## src/rtl/crc_check.sv

```systemverilog
// Receive-side LCRC checker: recomputes CRC-32 bit-serially (MSB first) over the TLP
// and reports match/mismatch with the received LCRC through a valid/ready handshake.
module crc_check #(
    parameter int unsigned TLP_W = 96,
    parameter int unsigned CRC_W = 32,
    parameter logic [31:0] POLY  = 32'h04C11DB7,
    parameter logic [31:0] INIT  = 32'hFFFFFFFF
) (
    input  logic                     clk,
    input  logic                     rst,
    input  logic                     in_valid,
    output logic                     in_ready,
    input  logic [TLP_W+CRC_W-1:0]   frame_in,
    output logic                     out_valid,
    input  logic                     out_ready,
    output logic [TLP_W-1:0]         tlp_out,
    output logic [CRC_W-1:0]         crc_calc,
    output logic                     crc_ok,
    output logic                     crc_err,
    output logic [7:0]               err_cnt
);

    localparam int unsigned FRAME_W  = TLP_W + CRC_W;
    localparam int unsigned CNT_W    = 7;
    localparam logic [CNT_W-1:0] LAST_CNT = CNT_W'(TLP_W - 1);

    localparam logic [1:0] ST_IDLE  = 2'd0;
    localparam logic [1:0] ST_CHECK = 2'd1;
    localparam logic [1:0] ST_DONE  = 2'd2;

    logic [1:0]       state_q,     state_d;
    logic [TLP_W-1:0] tlp_q,       tlp_d;
    logic [CRC_W-1:0] rx_crc_q,    rx_crc_d;
    logic [CRC_W-1:0] lfsr_q,      lfsr_d;
    logic [CNT_W-1:0] cnt_q,       cnt_d;
    logic             in_ready_q,  in_ready_d;
    logic             out_valid_q, out_valid_d;
    logic [TLP_W-1:0] tlp_out_q,   tlp_out_d;
    logic [CRC_W-1:0] crc_calc_q,  crc_calc_d;
    logic             crc_ok_q,    crc_ok_d;
    logic             crc_err_q,   crc_err_d;
    logic [7:0]       err_cnt_q,   err_cnt_d;

    logic [CNT_W-1:0] bit_idx;
    logic             data_bit;
    logic             fb;
    logic [CRC_W-1:0] lfsr_step;
    logic             match;

    // One LFSR step over the current TLP bit, walking from the MSB down.
    always_comb begin
        bit_idx   = LAST_CNT - cnt_q;
        data_bit  = tlp_q[bit_idx];
        fb        = lfsr_q[CRC_W-1] ^ data_bit;
        lfsr_step = {lfsr_q[CRC_W-2:0], 1'b0} ^ (fb ? POLY[CRC_W-1:0] : '0);
        match     = (lfsr_step == rx_crc_q);
    end

    always_comb begin
        state_d     = state_q;
        tlp_d       = tlp_q;
        rx_crc_d    = rx_crc_q;
        lfsr_d      = lfsr_q;
        cnt_d       = cnt_q;
        in_ready_d  = in_ready_q;
        out_valid_d = out_valid_q;
        tlp_out_d   = tlp_out_q;
        crc_calc_d  = crc_calc_q;
        crc_ok_d    = crc_ok_q;
        crc_err_d   = crc_err_q;
        err_cnt_d   = err_cnt_q;

        case (state_q)
            ST_IDLE: begin
                if (in_valid) begin
                    tlp_d      = frame_in[FRAME_W-1:CRC_W];
                    rx_crc_d   = frame_in[CRC_W-1:0];
                    lfsr_d     = INIT[CRC_W-1:0];
                    cnt_d      = '0;
                    in_ready_d = 1'b0;
                    state_d    = ST_CHECK;
                end
            end
            ST_CHECK: begin
                lfsr_d = lfsr_step;
                cnt_d  = cnt_q + CNT_W'(1);
                if (cnt_q == LAST_CNT) begin
                    cnt_d       = '0;
                    state_d     = ST_DONE;
                    out_valid_d = 1'b1;
                    tlp_out_d   = tlp_q;
                    crc_calc_d  = lfsr_step;
                    crc_ok_d    = match;
                    crc_err_d   = !match;
                    if (!match && (err_cnt_q != 8'hFF)) begin
                        err_cnt_d = err_cnt_q + 8'd1;
                    end
                end
            end
            ST_DONE: begin
                // Result is held until the consumer takes it; no new frame meanwhile.
                if (out_ready) begin
                    out_valid_d = 1'b0;
                    crc_ok_d    = 1'b0;
                    crc_err_d   = 1'b0;
                    in_ready_d  = 1'b1;
                    state_d     = ST_IDLE;
                end
            end
            default: begin
                out_valid_d = 1'b0;
                crc_ok_d    = 1'b0;
                crc_err_d   = 1'b0;
                in_ready_d  = 1'b1;
                state_d     = ST_IDLE;
            end
        endcase
    end

    always_ff @(posedge clk) begin
        if (!rst) begin
            state_q     <= ST_IDLE;
            tlp_q       <= '0;
            rx_crc_q    <= '0;
            lfsr_q      <= INIT[CRC_W-1:0];
            cnt_q       <= '0;
            in_ready_q  <= 1'b1;
            out_valid_q <= 1'b0;
            tlp_out_q   <= '0;
            crc_calc_q  <= '0;
            crc_ok_q    <= 1'b0;
            crc_err_q   <= 1'b0;
            err_cnt_q   <= '0;
        end else begin
            state_q     <= state_d;
            tlp_q       <= tlp_d;
            rx_crc_q    <= rx_crc_d;
            lfsr_q      <= lfsr_d;
            cnt_q       <= cnt_d;
            in_ready_q  <= in_ready_d;
            out_valid_q <= out_valid_d;
            tlp_out_q   <= tlp_out_d;
            crc_calc_q  <= crc_calc_d;
            crc_ok_q    <= crc_ok_d;
            crc_err_q   <= crc_err_d;
            err_cnt_q   <= err_cnt_d;
        end
    end

    assign in_ready  = in_ready_q;
    assign out_valid = out_valid_q;
    assign tlp_out   = tlp_out_q;
    assign crc_calc  = crc_calc_q;
    assign crc_ok    = crc_ok_q;
    assign crc_err   = crc_err_q;
    assign err_cnt   = err_cnt_q;

endmodule
```

## config.mk

```make
export PLATFORM = sky130hd
export DESIGN_NAME = crc_check
export DESIGN_NICKNAME = d
export VERILOG_FILES = /design/src/rtl/crc_check.sv
export SDC_FILE = /design/constraint.sdc
export NUM_CORES = 1
export LEC_CHECK = 0
export CAP_MARGIN = 20
export CORE_ASPECT_RATIO = 2
export CORE_MARGIN = 2
export CORE_UTILIZATION = 30
export DETAILED_ROUTE_END_ITERATION = 12
export SYNTH_ARGS = -nofsm -noshare
export SYNTH_HDL_FRONTEND = slang
export SYNTH_SLANG_ARGS = --single-unit
```

## constraint.sdc

```tcl
create_clock -name clk -period 3.6 [get_ports clk]
set_clock_uncertainty 0.1 [all_clocks]
set_input_delay 0.72 -clock clk [delete_from_list [all_inputs] [get_ports clk]]
set_output_delay 0.72 -clock clk [all_outputs]
set_load 0.02 [all_outputs]
```

## Word-level counts from Yosys, hierarchy flattened

Index checks and enable logic that the tools add are counted.

- Add/subtract/negate cells: 3
- Multiply operators: 0
- Divide/modulo/power cells: 0
- $lt $le $gt $ge: 1
- Equal/unequal tests: 8
- Shifts and indexed selects: 0
- Multiplexer cells: 22
- Bitwise logic cells: 4
- Reduce and logical (&&, ||, !) cells: 11

Operator list:

| cell | count |
|---|---|
| case mux 32 bit (2 select lines) | 1 |
| equality test 32 bit | 1 |
| 2-to-1 mux 32 bit | 1 |
| XOR 32 x 27 -> 32 bit | 1 |
| 2-to-1 mux 27 bit | 1 |
| 2-to-1 mux 7 bit | 2 |
| case mux 7 bit (2 select lines) | 1 |
| case mux 1 bit (3 select lines) | 4 |
| AND reduction 3 bit | 4 |
| adder 8 x 1 -> 8 bit, second input constant | 1 |
| less-than comparator 7 x 8 -> 1 bit, second input constant | 1 |
| inequality test 8 bit, second input constant | 1 |
| adder 7 x 1 -> 7 bit, second input constant | 1 |
| binary-select mux 1 bit (select 7 bit) | 1 |
| equality test 7 bit, second input constant | 1 |
| 2-to-1 mux 1 bit | 7 |
| subtractor 7 bit, first input constant | 1 |
| 2-to-1 mux 2 bit | 3 |
| inequality test 2 bit, second input constant | 3 |
| case mux 2 bit (3 select lines) | 1 |
| AND reduction 2 bit | 3 |
| equality test 2 x 1 -> 1 bit, second input constant | 1 |
| equality test 2 bit, second input constant | 1 |
| logical NOT 2 bit | 1 |
| 5 further kinds | 6 |

- Bits in registers: 309
- Bits in latches: 0
- Memory bits (writable): 0
- Memory bits (read-only): 0
- Input port bits: 132
- Output and inout port bits: 140
- Logic and storage cells: 61
- Memories: 0

## Depth between registers and ports, before layout

Gate-level depths: netlist of the first run.

- Depth in word-level cells: 10
- Depth in mapped cells: 14
- Depth with buffers taken out: 11

## Worst setup path after synthesis of the first run

Ideal clock, no wire load.

- Kind: reg2reg
- Start point: register cnt_q[1]
- End point: register err_cnt_q[5] (netlist: err_cnt[5])
- Library setup time: 0.072 ns
- Arrival time: 3.139 ns
- Required time: 3.428 ns
- Path slack: 0.290 ns
- Stages on the path, launching flop included: 14
- Path buffers: 3
- Clock period less this slack: 3.310 ns
- Path through: dfxtp_1 > buf_2 > buf_1 > mux4_2 > mux2i_1 > o221ai_1 > a32o_2 > or2_4 > or3_1 > a21oi_2 > nor4b_2 > buf_6 > nor4_1 > mux2i_1

- Longest elaborated chain between the ends: 10
- Elaborated cells on any way between the ends: 11
- Those cells by class: add/sub (1); eq/ne (2); mux (3); bitwise (2); reduce/logical (3)

Ends and longest elaborated chain:

| what | RTL line | text |
|---|---|---|
| from (decl) | 35 | `logic [CNT_W-1:0] cnt_q, cnt_d;` |
| from (signal assigned) | 139 | `cnt_q <= cnt_d;` |
| subtractor 7 bit | 52 | `bit_idx = LAST_CNT - cnt_q;` |
| binary-select mux 1 bit (select 7 bit) | 53 | `data_bit = tlp_q[bit_idx];` |
| 2-to-1 mux 1 bit (implied by the code) | 53 |  |
| XOR 1 bit | 54 | `fb = lfsr_q[CRC_W-1] ^ data_bit;` |
| 2-to-1 mux 27 bit | 55 | `lfsr_step = {lfsr_q[CRC_W-2:0], 1'b0} ^ (fb ? POLY[CRC_W-1:0] : '0);` |
| XOR 32 x 27 -> 32 bit | 55 |  |
| equality test 32 bit | 56 | `match = (lfsr_step == rx_crc_q);` |
| logical NOT 1 bit | 95 | `if (!match && (err_cnt_q != 8'hFF)) begin` |
| logical AND 1 bit | 95 |  |
| AND reduction 3 bit (no source line) (*) | -- |  |
| to (signal assigned) | 146 | `err_cnt_q <= err_cnt_d;` |
| to (decl) | 42 | `logic [7:0] err_cnt_q, err_cnt_d;` |

Every way passes the cells marked *; elsewhere a longest branch is shown, timed or not. The select of a mux whose other input is x is not followed.
A chain may end at the register's enable or synchronous reset.

## Worst setup path in the final report of the first run

- Start point: register cnt_q[0]
- End point: register err_cnt_q[3] (netlist: err_cnt[3])

The elaborated chain is that of the path after synthesis.

==> qor.yml, run 1 <==
drt:
  drc: 0
  drtPass1Iterations: 5
  wl_met3_um: 1760
  dr_wl_met2_um: 24200
  drt-initial-drc-count: 637
  dr_total_vias: 11624
  drt_wl_total_um: 43800
  vias_per_cell: 4.94
  drt-wirelength-per-cell_um: 18.6
  final_antenna_net_count: 0
  top_layer: "met4"
  wl_met1_um: 15500
worst_setup_path:
  worstPathRequired_ns: 3.99
  cp-start-kind: "flop"
  slowest_delay_ns: 0.58
  worst-path-max-fanout: 9
  crit_slowest_cell: "mux4_1"
  path_class: "flop to flop"
  endpoint_kind: "flop"
  path_cells: "buf_6 -> mux4_1 -> a22oi_2 -> a311oi_2 -> a32o_2 -> buf_4 -> nor2_2 -> buf_4 -> nor2_1 -> o221ai_1 -> nor4b_4 -> buf_6 -> or4_4 -> a21oi_2"
  worstPathArrival_ns: 3.99
cts:
  clockRootBuffer: "clkbuf_16"
  cts_buffers: 29
  clk_latency_ns: 0.58
  path_clk_slew_ns: 0.07
  htree_num_levels: 1
  clock_path_buffers: 3
  cts.sinks: 309
  cts_tree: "built"
die:
  die_h_um: 293
  die_area_um2: 43400
  row_count: 105
  coreArea_um2: 41100
  start_util_pct: 30.4
  die_w_um: 148
  boundaryPins: 272
timing:
  min_period_ns: 3.60
  setup_violations: 0
  slew_violations: 0
  worst_slack_ns: 0.00387
  holdWs_ns: 0.354
  finalSetupTns_ns: 0
  tightestPinTransition_ns: 0.867
  final_hold_viol_count: 0
  rsz0062_at_grt: "yes"
  fmax_ghz: 0.278
  fin_crit_sh_pct: 99.9
  slew-limit-headroom_pct: 42.2
grt:
  grt_max_degree: 142
  grt_usage_pct: 19.5
  grt_pass1_wl_um: 66200
  grt_pass1_vias: 11509
  grt-ovfl-total: 0
  antenna_found_initial: 0
place:
  place_hpwl_um: 31500
  place_congestion: 0.910
  placed_cells: 2296
  io_buffer_count: 271
  place_area_um2: 15900
  pre_cts_ws_ns: -0.141
logic_synthesis:
  seq_area_frac_synth_pct: 49.5
  synth_edf_count: 0
  ys_ff_latch: 309
  ys.warnings.count: 0
  synth_area_um2: 12500
  syn_avg_cell_area_um2: 7.99
  synth-main-ff-cell: "dfxtp_1"
  synth_top_area_share_pct: 49.5
  syn_nets: 1699
  synthTopCellsByArea: "dfxtp_1 49%, nand2_1 16%, a21oi_1 10%"
  yosys.area.top_type: "dfxtp_1"
  netlist_instances: 1564
  synth-async-reset-ratio_pct: 0
  ys_types: 59
power:
  p_total_mw: 7.77
  ir_drop_v: 0.000374
  power.density_nw_per_um2: 455
  clockPowerShare_pct: 44.6
  p_leak_nw: 5.87
  power_frac_comb_pct: 8.7
  p_switching_mw: 1.87
  pwr-share-seq_pct: 46.7
  swShare_pct: 24.1
  p_int_mw: 5.90
flow_run:
  drv_cap: 0
worst_hold_path:
  hold_path_class: "flop to flop"
finish:
  post-route-util_pct: 41.5
  fillCellCount: 4151
  fin_nets: 1930
  final_cells: 2351
  drive_gt1_share_pct: 8.15
  final_area_um2: 17100
  layout_common_cells: "516 x nand2_1, 307 x dfxtp_1, 271 x clkdlybuf4s50_1, 254 x a21oi_1, 80 x nor2_1"
  final_common_cell: "nand2_1"
  areaGrowthSynthToFinish_pct: 36.5
  antenna_cells: 0
outcome:
  status: "finished clean"
==> power groups by stage <==
| stage | combinational (mW) | sequential (mW) | clock, mW |
|---|---|---|---|
| 2_1_floorplan | 0.372 | 3.66 | 0 |
| 3_3_place_gp | 0.656 | 3.71 | 0 |
| 3_5_place_dp | 0.668 | 3.71 | 0 |
| 4_1_cts | 0.678 | 3.63 | 3.56 |
| 5_1_grt | 0.733 | 3.64 | 3.69 |
| 6_report | 0.673 | 3.63 | 3.47 |
==> critical path: cells and delay by family, from the launching register on <==
| family | cells | cell delay, ns |
|---|---|---|
| AND/OR/NAND/NOR | 4 | 0.76 |
| AO/OA/AOI/OAI | 5 | 1.01 |
| buffers and inverters | 4 | 0.61 |
| multiplexers | 1 | 0.58 |
| flip-flops | 1 | 0.44 |
==> area by class of cell <==
type | instances | area (µm²) | area share [%]
Clock buffer | 39 | 833 | 4.88
Clock inverter | 13 | 243 | 1.42
Inverter | 10 | 45.0 | 0.264
Multi-Input combinational cell | 1127 | 5900 | 34.6
Sequential cell | 309 | 6190 | 36.3
Tap cell | 535 | 669 | 3.92
Timing Repair Buffer | 318 | 3180 | 18.6
==> cells in the mapped netlist, types with 6 or more instances <==
cell type	n
nand2_1	518
dfxtp_1	309
a21oi_1	256
clkbuf_1	97
nor2_1	81
nor3_1	52
o21ai_0	39
xnor2_1	30
buf_1	14
xor2_1	14
mux2i_1	13
mux4_2	12
inv_1	9
nand2b_1	9
nand3_1	9
mux2_2	8
nand4_1	8
mux4_1	7
and2_1	6
==> final timing paths <==
check	to	depth (start not counted)	start	slack, ns
setup / recovery	err_cnt[3]	14	cnt_q[0]	0.004
hold / removal	tlp_out[36]	2	tlp_out[36]	0.35
setup reg to reg	err_cnt[3]	14	cnt_q[0]	0.004
hold reg to reg	tlp_out[36]	2	tlp_out[36]	0.35
==> registers in the layout (all words and copies together) (netlist names) <==
register   count
tlp_out       96
crc_err        1
lfsr_q        32
crc_calc      32
state_q        2
rx_crc_q      32
err_cnt        8
in_ready       1
cnt_q          7
crc_ok         1
out_valid      1
tlp_q         96
==> layer usage <==
metal / GRT usage (%) / vias to the layer above
met2: 38.0 / 345
met4: 10.1 / 0
met1: 20.2 / 5494
met5: 0 / -
met3: 2.01 / 101
li1: - / 5684
==> what timing repair did <==
action,in CTS,in global routing
pin swaps,4,5
hold buffers,0,0
setup buffers,2,4
resized for setup,9,14
setup endpoints to repair,6,6
==> cells by family (layout without fill, tap and decap cells) <==
logic type,after synthesis,after routing,share of synthesized area (%)
and+or+nand+nor,703,703,22.7
AOI/OAI and AO/OA,336,336,14.8
DFF,309,309,49.5
buffers and inverters,128,380,4.13
xor gates and xnor gates,44,44,3.08
muxes,41,41,5.52
adders and majority gates,3,3,0.300
No activity file was read; power rests on OpenSTA's default activity.
==> run 2, diff against run 1 <==
Settings changed: SLEW_MARGIN from default to 20.
==> results of run 2 <==
The final DEF is identical to that of run 1; final timing and power are the same.
